## src/rtl/exception_unit_if.sv

```systemverilog
// exception_unit_if: decoder/interrupt/redirect bundle between the decode stage and exception_unit.
interface exception_unit_if;
  logic        instr_valid;
  logic        NotAnInstr;
  logic        ERet;
  logic [63:0] pc_dec;
  logic        irq_req;
  logic [1:0]  sysreg_sel;
  logic        Exc;
  logic [63:0] ExcPC;
  logic        flush;
  logic        irq_ack;
  logic        in_handler;
  logic        halt;
  logic [63:0] sysreg_rd;
  modport master (
    output instr_valid, NotAnInstr, ERet, pc_dec, irq_req, sysreg_sel,
    input  Exc, ExcPC, flush, irq_ack, in_handler, halt, sysreg_rd
  );
  modport slave (
    input  instr_valid, NotAnInstr, ERet, pc_dec, irq_req, sysreg_sel,
    output Exc, ExcPC, flush, irq_ack, in_handler, halt, sysreg_rd
  );
endinterface

```

## src/rtl/exception_unit.sv

```systemverilog
// exception_unit: exception entry/return FSM with ELR/ESR/count system registers.
// Define EXC_IRQ_EN to enable the external interrupt trigger and irq_ack.
module exception_unit #(
  parameter logic [63:0] EXC_VECTOR = 64'h0000_0000_0000_00D8,
  parameter int          CNT_W      = 8
) (
  input logic             clk,
  input logic             reset_n,
  exception_unit_if.slave bus
);
  typedef enum logic [2:0] {RUN, TAKE, HANDLER, RETURN, FAULT} state_t;
  state_t state_q, state_d;
  logic [63:0] elr_q, elr_d, exc_pc_q, exc_pc_d;
  logic [3:0] esr_q, esr_d;
  logic [CNT_W-1:0] cnt_q, cnt_d;
  logic exc_q, exc_d, flush_q, flush_d, ack_q, ack_d, hnd_q, hnd_d, halt_q, halt_d;
  logic irq, nai, eret;
`ifdef EXC_IRQ_EN
  assign irq = bus.irq_req;
`else
  assign irq = 1'b0;
`endif
  assign nai  = bus.instr_valid & bus.NotAnInstr;
  assign eret = bus.instr_valid & bus.ERet;
  always_comb begin
    state_d = state_q;
    elr_d   = elr_q;
    esr_d   = esr_q;
    cnt_d   = cnt_q;
    case (state_q)
      RUN: if (nai | eret | irq) begin
        state_d = TAKE;
        elr_d   = bus.pc_dec;
        esr_d   = nai ? 4'b0001 : eret ? 4'b0011 : 4'b0010;
        cnt_d   = &cnt_q ? cnt_q : cnt_q + CNT_W'(1);
      end
      TAKE:    state_d = HANDLER;
      HANDLER: if (eret) state_d = RETURN;
               else if (nai) begin
                 state_d = FAULT;
                 esr_d   = 4'b0100;
               end
      RETURN:  state_d = RUN;
      FAULT:   state_d = FAULT;
      default: state_d = RUN;
    endcase
    // Outputs are decoded from the next state so they register alongside it.
    exc_d    = (state_d == TAKE) || (state_d == RETURN);
    flush_d  = exc_d;
    exc_pc_d = state_d == TAKE ? EXC_VECTOR : state_d == RETURN ? elr_d : 64'd0;
    ack_d    = (state_d == TAKE) && (esr_d == 4'b0010);
    hnd_d    = (state_d == HANDLER) || (state_d == RETURN);
    halt_d   = state_d == FAULT;
  end
  always_ff @(posedge clk or negedge reset_n) begin
    if (!reset_n) begin
      state_q  <= RUN;
      elr_q    <= '0;
      esr_q    <= '0;
      cnt_q    <= '0;
      exc_q    <= 1'b0;
      exc_pc_q <= '0;
      flush_q  <= 1'b0;
      ack_q    <= 1'b0;
      hnd_q    <= 1'b0;
      halt_q   <= 1'b0;
    end else begin
      state_q  <= state_d;
      elr_q    <= elr_d;
      esr_q    <= esr_d;
      cnt_q    <= cnt_d;
      exc_q    <= exc_d;
      exc_pc_q <= exc_pc_d;
      flush_q  <= flush_d;
      ack_q    <= ack_d;
      hnd_q    <= hnd_d;
      halt_q   <= halt_d;
    end
  end
  assign bus.Exc        = exc_q;
  assign bus.ExcPC      = exc_pc_q;
  assign bus.flush      = flush_q;
  assign bus.irq_ack    = ack_q;
  assign bus.in_handler = hnd_q;
  assign bus.halt       = halt_q;
  assign bus.sysreg_rd  = bus.sysreg_sel == 2'b00 ? elr_q :
                          bus.sysreg_sel == 2'b01 ? {60'd0, esr_q} :
                          bus.sysreg_sel == 2'b10 ? 64'(cnt_q) : 64'd0;
endmodule

```

## src/flat_wrapper.sv

```systemverilog
// flat-port wrapper written by rule: the top's interface ports become plain ports
module exception_unit_flat 
#(
  parameter logic [63:0] EXC_VECTOR = 64'h0000_0000_0000_00D8,
  parameter int          CNT_W      = 8
)
  (clk, reset_n, bus_instr_valid, bus_NotAnInstr, bus_ERet, bus_pc_dec, bus_irq_req, bus_sysreg_sel, bus_Exc, bus_ExcPC, bus_flush, bus_irq_ack, bus_in_handler, bus_halt, bus_sysreg_rd);
  exception_unit_if bus_i ();
  input logic clk;
  input logic reset_n;
  input wire logic [$bits(bus_i.instr_valid)-1:0] bus_instr_valid;
  input wire logic [$bits(bus_i.NotAnInstr)-1:0] bus_NotAnInstr;
  input wire logic [$bits(bus_i.ERet)-1:0] bus_ERet;
  input wire logic [$bits(bus_i.pc_dec)-1:0] bus_pc_dec;
  input wire logic [$bits(bus_i.irq_req)-1:0] bus_irq_req;
  input wire logic [$bits(bus_i.sysreg_sel)-1:0] bus_sysreg_sel;
  output wire logic [$bits(bus_i.Exc)-1:0] bus_Exc;
  output wire logic [$bits(bus_i.ExcPC)-1:0] bus_ExcPC;
  output wire logic [$bits(bus_i.flush)-1:0] bus_flush;
  output wire logic [$bits(bus_i.irq_ack)-1:0] bus_irq_ack;
  output wire logic [$bits(bus_i.in_handler)-1:0] bus_in_handler;
  output wire logic [$bits(bus_i.halt)-1:0] bus_halt;
  output wire logic [$bits(bus_i.sysreg_rd)-1:0] bus_sysreg_rd;
  assign bus_i.instr_valid = bus_instr_valid;
  assign bus_i.NotAnInstr = bus_NotAnInstr;
  assign bus_i.ERet = bus_ERet;
  assign bus_i.pc_dec = bus_pc_dec;
  assign bus_i.irq_req = bus_irq_req;
  assign bus_i.sysreg_sel = bus_sysreg_sel;
  assign bus_Exc = bus_i.Exc;
  assign bus_ExcPC = bus_i.ExcPC;
  assign bus_flush = bus_i.flush;
  assign bus_irq_ack = bus_i.irq_ack;
  assign bus_in_handler = bus_i.in_handler;
  assign bus_halt = bus_i.halt;
  assign bus_sysreg_rd = bus_i.sysreg_rd;
  exception_unit #(.EXC_VECTOR(EXC_VECTOR), .CNT_W(CNT_W)) u_core (.clk(clk), .reset_n(reset_n), .bus(bus_i));
endmodule
```

## config.mk

```make
export PLATFORM = sky130hd
export DESIGN_NAME = exception_unit_flat
export DESIGN_NICKNAME = d
export VERILOG_FILES = /design/src/rtl/exception_unit_if.sv /design/src/rtl/exception_unit.sv /design/src/flat_wrapper.sv
export SDC_FILE = /design/constraint.sdc
export NUM_CORES = 1
export LEC_CHECK = 0
export CORE_MARGIN = 2
export CORE_UTILIZATION = 40
export DETAILED_ROUTE_END_ITERATION = 8
export PLACE_DENSITY = 0.73
export SLEW_MARGIN = 25
export SYNTH_ARGS = -nofsm -noshare
export SYNTH_HDL_FRONTEND = slang
export SYNTH_SLANG_ARGS = --single-unit
export TNS_END_PERCENT = 1
```

## constraint.sdc

```tcl
create_clock -name clk -period 4.24 [get_ports clk]
set_input_delay 0.848 -clock clk [delete_from_list [all_inputs] [get_ports clk]]
set_output_delay 0.848 -clock clk [all_outputs]
set_load 0.02 [all_outputs]
```

==> insert_results.sql, run 1 <==
INSERT INTO impl_metrics (metric_group, metric, value, unit) VALUES
('status', 'outcome', 'complete, no violations', ''),
('timing', 'rsz_0062_raised_after_global_routing', 'no', ''),
('power_and_ir_drop', 'p_comb_share', '29.6', '%'),
('clock_network', 'cts_resized', '0', ''),
('placed_design', 'detailedPlace.worstSlack', '0.568', 'ns'),
('floorplanning', 'fp-row-count', '43', ''),
('timing', 'timing.final.crit_period', '3.66', 'ns'),
('power_and_ir_drop', 'sequentialPowerShare', '39.3', '%'),
('timing', 'timing.final.ws_setup', '0.576', 'ns'),
('logic_synthesis', 'yosysSeqAreaShare', '63.6', '%'),
('power_and_ir_drop', 'total_leakage_power', '3.80', 'nW'),
('power_and_ir_drop', 'vdd_ir_drop_max', '0.000316', 'V'),
('clock_network', 'cts.reportedPaths.clkPinSlew', '0.06', 'ns'),
('logic_synthesis', 'yosys.area.top_type_share', '63.6', '%'),
('clock_network', 'postcts_setup_bufs', '0', ''),
('logic_synthesis', 'synth-main-ff-cell', 'dfrtp_1', ''),
('clock_network', 'clock_tree.buffer_depth', '2', ''),
('clock_network', 'clock_tree.root_cell', 'clkbuf_16', ''),
('critical_path', 'worst_path_dominant_cell_family', 'buffers and inverters', ''),
('floorplanning', 'die_x', '124', 'um'),
('clock_network', 'cts_inserted_buffers', '17', ''),
('cells_and_area', 'area_growth_syn_to_layout', '50.1', '%'),
('placed_design', 'buffer_ports.inserted', '203', ''),
('critical_path', 'crit_path_start_kind', 'primary input', ''),
('global_routing', 'first_global_vias', '4206', ''),
('clock_network', 'tritoncts', 'done', ''),
('clock_network', 'worstSkewPairLatency', '0.41', 'ns'),
('logic_synthesis', 'yosys_warnings', '0', ''),
('global_routing', 'global_route.usage.met2', '28.6', '%'),
('logic_synthesis', 'post_synth_main_area_contributors', 'dfrtp_1 64%, mux2_2 13%, and2_1 13%, mux2i_1 1.6%, clkbuf_1 0.91%', ''),
('timing', 'finalSetupTns', '0', 'ns'),
('logic_synthesis', 'post_synth_num_cell_types', '34', ''),
('global_routing', 'met1_usage', '20.1', '%'),
('timing', 'timing_max_transition_violations_final', '0', ''),
('power_and_ir_drop', 'power.density', '610', 'mW/mm^2'),
('critical_path', 'critical_path_endpoint_category', 'output port', ''),
('critical_path', 'critical_path_class', 'primary input to output port', ''),
('cells_and_area', 'layout_cells_sized_above_1', '16.7', '%'),
('global_routing', 'track_usage', '17.6', '%'),
('logic_synthesis', 'syn_nets', '504', ''),
('clock_network', 'cts_num_sinks', '147', ''),
('cells_and_area', 'final_cell_count_no_fill', '828', ''),
('timing', 'final-hold-violation-count', '0', ''),
('critical_path', 'critical-path-max-stage-delay', '0.79', 'ns'),
('run', 'maxCapViolations', '0', ''),
('critical_path', 'critPathBufInv', '2', ''),
('routing', 'vias_per_cell', '4.73', ''),
('critical_path', 'critical_path_peak_fanout', '10', ''),
('critical_path', 'critical_path_required', '3.39', 'ns'),
('timing', 'min_period_over_period', '86.4', '%'),
('placed_design', 'post-place-cells', '796', ''),
('global_routing', 'maximum_number_of_pins_on_one_net_before_global_route_repair', '94', ''),
('routing', 'detail_route.iter0.violations', '181', ''),
('critical_path', 'cpMostUsedCell', 'clkdlybuf4s50_1', ''),
('logic_synthesis', 'synth-edff-count', '0', ''),
('cells_and_area', 'num_antenna_cells', '0', ''),
('routing', 'finalWirelength', '13.2', 'mm'),
('cells_and_area', 'final_cell_area', '0.00868', 'sq mm'),
('clock_network', 'ctsHoldBuffers', '0', ''),
('routing', 'num_vias', '3915', ''),
('logic_synthesis', 'netlist_area', '0.00578', 'sq mm'),
('placed_design', 'gpl.final_weighted_congestion', '0.791', ''),
('global_routing', 'top_usage_layer', 'met2', ''),
('critical_path', 'ff2ff_path_depth', '5', ''),
('placed_design', 'dpl_cell_area', '0.00802', 'sq mm'),
('critical_path', 'cp_cell_sequence', 'clkdlybuf4s50_1 -> nor2b_1 -> nand2_1 -> o21ai_0 -> clkdlybuf4s50_1', ''),
('logic_synthesis', 'syn_inst', '431', ''),
('timing', 'max-slew-margin-rel', '43.8', '%'),
('critical_path', 'crit_path_max_delay_cell_type', 'clkdlybuf4s50_1', ''),
('global_routing', 'globalRouteOverflowTotal', '0', ''),
('logic_synthesis', 'most_frequent_cell_after_synthesis', 'dfrtp_1', '');
## layout make-up
type | instances | area [sq um]
fillers | 1107 | 5310
flip-flops and latches | 147 | 3680
repair buffers | 209 | 2120
multi-input cells | 257 | 1980
clock buffers | 24 | 492
well taps | 180 | 225
clock inverters | 8 | 171
inverters | 3 | 11.3
## power groups by stage
stage / combinational (W) / clock, W / sequential, W
final: 0.00157 / 0.00165 / 0.00208
after global routing: 0.00169 / 0.00176 / 0.00214
after CTS: 0.00159 / 0.00169 / 0.00209
after detailed placement: 0.00158 / 0 / 0.00211
after global placement: 0.00154 / 0 / 0.00208
after floorplan: 0.000886 / 0 / 0.00214
## routing by layer
metal,up-vias,part of all wire [%]
met5,-,0
met4,0,2.6
met3,26,8.5
met2,142,49
met1,1923,40
li1,1824,-
## metrics by stage
stage / util, % / hold slack [ns]
floorplan: - / 0.463
global placement: 57.3 / 0.475
detailed placement: 57.3 / 0.483
CTS: 62.0 / 0.501
global route: 62.0 / 0.522
finish: 62.0 / 0.496
## cells in the final DEF, fill, tap and decap left out, types with 4 or more instances in the layout
cell type        netlist  routed
a21o_1                 4       4
a21oi_1                4       4
and2_1               116     116
bufinv_16              0       5
clkbuf_16              0      17
clkbuf_8               0       4
clkdlybuf4s50_1        0     202
dfrtp_1              147     147
mux2_2                65      65
mux2i_1                9       9
nand2_1               10      10
nor2_1                10       8
o21ai_0                7       7
## sequential cells by signal (all words and copies together), names as in the netlist
name	count
u_core.bus.ExcPC	64
u_core.bus.halt	1
u_core.bus.in_handler	1
u_core.bus.irq_ack	1
u_core.state_q	3
u_core.bus.Exc	1
u_core.cnt_q	8
u_core.esr_q	4
u_core.elr_q	64
## how the worst max path moves through the flow
stage / from / end / slack (ns) / cells after the start
after detailed placement: bus_sysreg_sel[0] / bus_sysreg_rd[10] / 0.57 / 5
after global placement: bus_sysreg_sel[1] / bus_sysreg_rd[3] / 0.57 / 5
after CTS: bus_sysreg_sel[0] / bus_sysreg_rd[10] / 0.56 / 5
after global routing: bus_sysreg_sel[1] / bus_sysreg_rd[3] / 0.44 / 5
after floorplan: bus_sysreg_sel[0] / bus_sysreg_rd[23] / 1.49 / 5
final: bus_sysreg_sel[1] / bus_sysreg_rd[3] / 0.58 / 5
## worst reg2reg max path: stages (launching register included)
cell and delay, ns:
dfrtp_1 0.42, or3b_4 0.46, nor3_4 0.58, buf_4 0.41, mux2_2 0.39, and2_1 0.15
## cells by family after synthesis
family,after synthesis,share of synthesized area [%]
AOI/OAI and AO/OA,20,2.45
xor gates and xnor gates,4,0.606
adders and majority gates,1,0.216
buffers and inverters,27,2.29
DFF,147,63.6
muxes,75,14.4
other,1,0.0649
and+or+nand+nor,156,16.3
(Power assumes the default switching activity.)
==> run 2: changes to the inputs <==
CTS_CLUSTER_SIZE = 14   (was default)
==> results of run 2 <==
Final layout, timing and power as in run 1 (identical DEF).
==> run 3: changes to the inputs <==
==> constraint.sdc (replaced) <==
create_clock -name clk -period 4.24 [get_ports clk]
set_input_delay 0.424 -clock clk [delete_from_list [all_inputs] [get_ports clk]]
set_output_delay 0.424 -clock clk [all_outputs]
set_load 0.02 [all_outputs]
==> insert_results.sql, run 3 (synthesis results as in run 1) <==
INSERT INTO impl_metrics (metric_group, metric, value, unit) VALUES
('clock_network', 'cts.htree.levels', '4', ''),
('routing', 'routed_wire_length_per_instance', '16.5', 'um'),
('critical_path', 'worstPathArrival', '2.89', 'ns'),
('cells_and_area', 'most_frequent_standard_cell_in_the_layout_excluding_fill_and_tap_cells', 'clkdlybuf4s50_1', ''),
('clock_network', 'tritoncts', 'done', ''),
('timing', 'setup_viol_count_final', '0', ''),
('routing', 'ant_nets', '0', ''),
('critical_path', 'crit_path_start_kind', 'primary input', ''),
('timing', 'achievable-frequency', '0.302', 'GHz'),
('hold_path', 'worst_hold_path_type', 'primary input to asynchronous set/reset pin', ''),
('critical_path', 'worst-r2r-setup-slack', '2.00', 'ns'),
('cells_and_area', 'fin_util', '60.9', '%'),
('global_routing', 'first_pass_grt_wire_length', '22.6', 'mm'),
('critical_path', 'worstSetupStartpoint', 'bus_sysreg_sel[1]', ''),
('timing', 'worst_clock_skew', '0.00751', 'ns'),
('timing', 'final-hold-violation-count', '2', ''),
('clock_network', 'clock_tree.root_cell', 'clkbuf_16', ''),
('power_and_ir_drop', 'report.power.total', '0.00504', 'W'),
('cells_and_area', 'num_antenna_cells', '0', ''),
('routing', 'detail_route.iter0.violations', '187', ''),
('timing', 'max-slew-margin-rel', '59.5', '%'),
('floorplanning', 'ioPinCount', '205', ''),
('cells_and_area', 'layout_cells_sized_above_1', '16.4', '%'),
('cells_and_area', 'layout.cells.most_common_list', '202 x clkdlybuf4s50_1, 147 x dfrtp_1, 116 x and2_1, 65 x mux2_2, 17 x clkbuf_16', ''),
('power_and_ir_drop', 'vdd_ir_drop_max', '0.000324', 'V'),
('cells_and_area', 'area_growth_syn_to_layout', '47.4', '%'),
('floorplanning', 'fp.coreArea', '0.0140', 'sq mm'),
('global_routing', 'top_usage_layer', 'met2', ''),
('floorplanning', 'initial_utilization', '41.3', '%'),
('clock_network', 'cts_inserted_buffers', '17', ''),
('power_and_ir_drop', 'total_leakage_power', '3.74', 'nW'),
('clock_network', 'postcts_setup_bufs', '0', ''),
('timing', 'worst-slew-pin-transition', '0.608', 'ns'),
('global_routing', 'grtUsageMet3', '7.40', '%'),
('global_routing', 'maximum_number_of_pins_on_one_net_before_global_route_repair', '69', ''),
('timing', 'min_period_over_period', '78.2', '%'),
('placed_design', 'dp_hpwl', '9.19', 'mm'),
('timing', 'rsz_0062_raised_after_global_routing', 'no', ''),
('routing', 'num_vias', '3950', ''),
('clock_network', 'cts.reportedPaths.clkPinSlew', '0.05', 'ns'),
('critical_path', 'r2r-start', 'u_core.state_q[0]$_DFF_PN0_', ''),
('global_routing', 'met1_usage', '21.6', '%'),
('timing', 'timing.final.crit_period', '3.31', 'ns'),
('floorplanning', 'fp-row-count', '43', ''),
('timing', 'finalSetupTns', '0', 'ns'),
('global_routing', 'first_global_vias', '4296', ''),
('cells_and_area', 'finalNetCount', '709', ''),
('routing', 'vias_per_cell', '4.78', ''),
('floorplanning', 'die-area', '0.0154', 'sq mm'),
('placed_design', 'buffer_ports.inserted', '203', ''),
('clock_network', 'cts_resized', '0', ''),
('clock_network', 'clock_tree.buffer_depth', '2', ''),
('placed_design', 'post-place-cells', '797', ''),
('routing', 'finalWirelength', '13.7', 'mm'),
('clock_network', 'ctsHoldBuffers', '0', ''),
('cells_and_area', 'final_cell_count_no_fill', '827', ''),
('status', 'failed_checks', 'negative hold slack', ''),
('critical_path', 'critical_path_peak_fanout', '30', ''),
('floorplanning', 'floorplan.die.height', '124', 'um'),
('critical_path', 'critical_path_required', '3.82', 'ns'),
('run', 'maxCapViolations', '0', ''),
('timing', 'whs', '-0.00455', 'ns'),
('critical_path', 'critical_path_class', 'primary input to output port', ''),
('clock_network', 'worstSkewPairLatency', '0.42', 'ns'),
('global_routing', 'track_usage', '18.6', '%'),
('power_and_ir_drop', 'power.density', '591', 'mW/mm^2'),
('clock_network', 'cts_num_sinks', '147', ''),
('floorplanning', 'die_x', '124', 'um'),
('critical_path', 'critical_path_endpoint_category', 'output port', ''),
('critical_path', 'r2r-end', 'u_core.bus.ExcPC[37]$_DFF_PN0_', ''),
('critical_path', 'ff2ff_path_depth', '5', ''),
('global_routing', 'grt_antenna_before_repair', '0', ''),
('global_routing', 'global_route.usage.met2', '30.9', '%'),
('routing', 'drc_errors', '0', ''),
('global_routing', 'globalRouteOverflowTotal', '0', ''),
('timing', 'timing_max_transition_violations_final', '0', ''),
('status', 'outcome', 'complete, but fails checks', ''),
('placed_design', 'gpl.final_weighted_congestion', '0.836', ''),
('routing', 'detailedRoute.firstPassIterationCount', '4', '');
## run 3: cell count changes in the layout (fill, tap and decap cells not counted), moves of 3 or more
| cell | previous run | this run |
|---|---|---|
| buf_4 | 3 | 7 |
| buf_12 | 3 | 0 |
| bufinv_16 | 5 | 1 |
| clkinv_2 | 1 | 5 |
## run 3: metal layers
metal	routed length, um	part of all wire (%)	up-vias
met1	5550	41	1964
met4	251	1.8	0
met2	6850	50	137
met5	0	0	-
li1	-	-	1830
met3	1020	7.5	19
## run 3: critical path, stage by stage
cell	delay, ns
clkdlybuf4s50_1	0.68
nor2_4	0.60
buf_4	0.36
and2_1	0.17
clkdlybuf4s50_1	0.62
## run 3: area by class of cell
class                      instances  area [sq um]
fill                            1089          5470
clock buffer                      24           482
tap                              180           225
multi-input combinational        257          1980
timing repair buffer             210          2090
sequential                       147          3680
clock inverter                     6          55.1
inverter                           3          11.3
## run 3: per-stage QoR
step           setup slack, ns  cell area [sq um]  hold slack (ns)
6_report                 0.925               8520         -0.00455
3_3_place_gp             0.905               7990            0.440
5_1_grt                  0.689               8520           0.0425
3_5_place_dp             0.898               7990            0.454
2_1_floorplan             2.29               5780            0.128
4_1_cts                  0.865               8520          0.00666
## run 3: power by group
group | leakage (nW) | total (W) | internal (W) | switching (W)
Clock | 0.269 | 0.00138 | 0.000841 | 0.000536
Combinational | 1.60 | 0.00157 | 0.000838 | 0.000730
Sequential | 1.87 | 0.00209 | 0.00185 | 0.000246
## run 3: how the worst max path moves through the flow
stage | endpoint
after floorplan | u_core.bus.ExcPC[51]$_DFF_PN0_
after global placement | bus_sysreg_rd[28]
after detailed placement | bus_sysreg_rd[13]
after CTS | bus_sysreg_rd[28]
after global routing | bus_sysreg_rd[28]
final | bus_sysreg_rd[28]
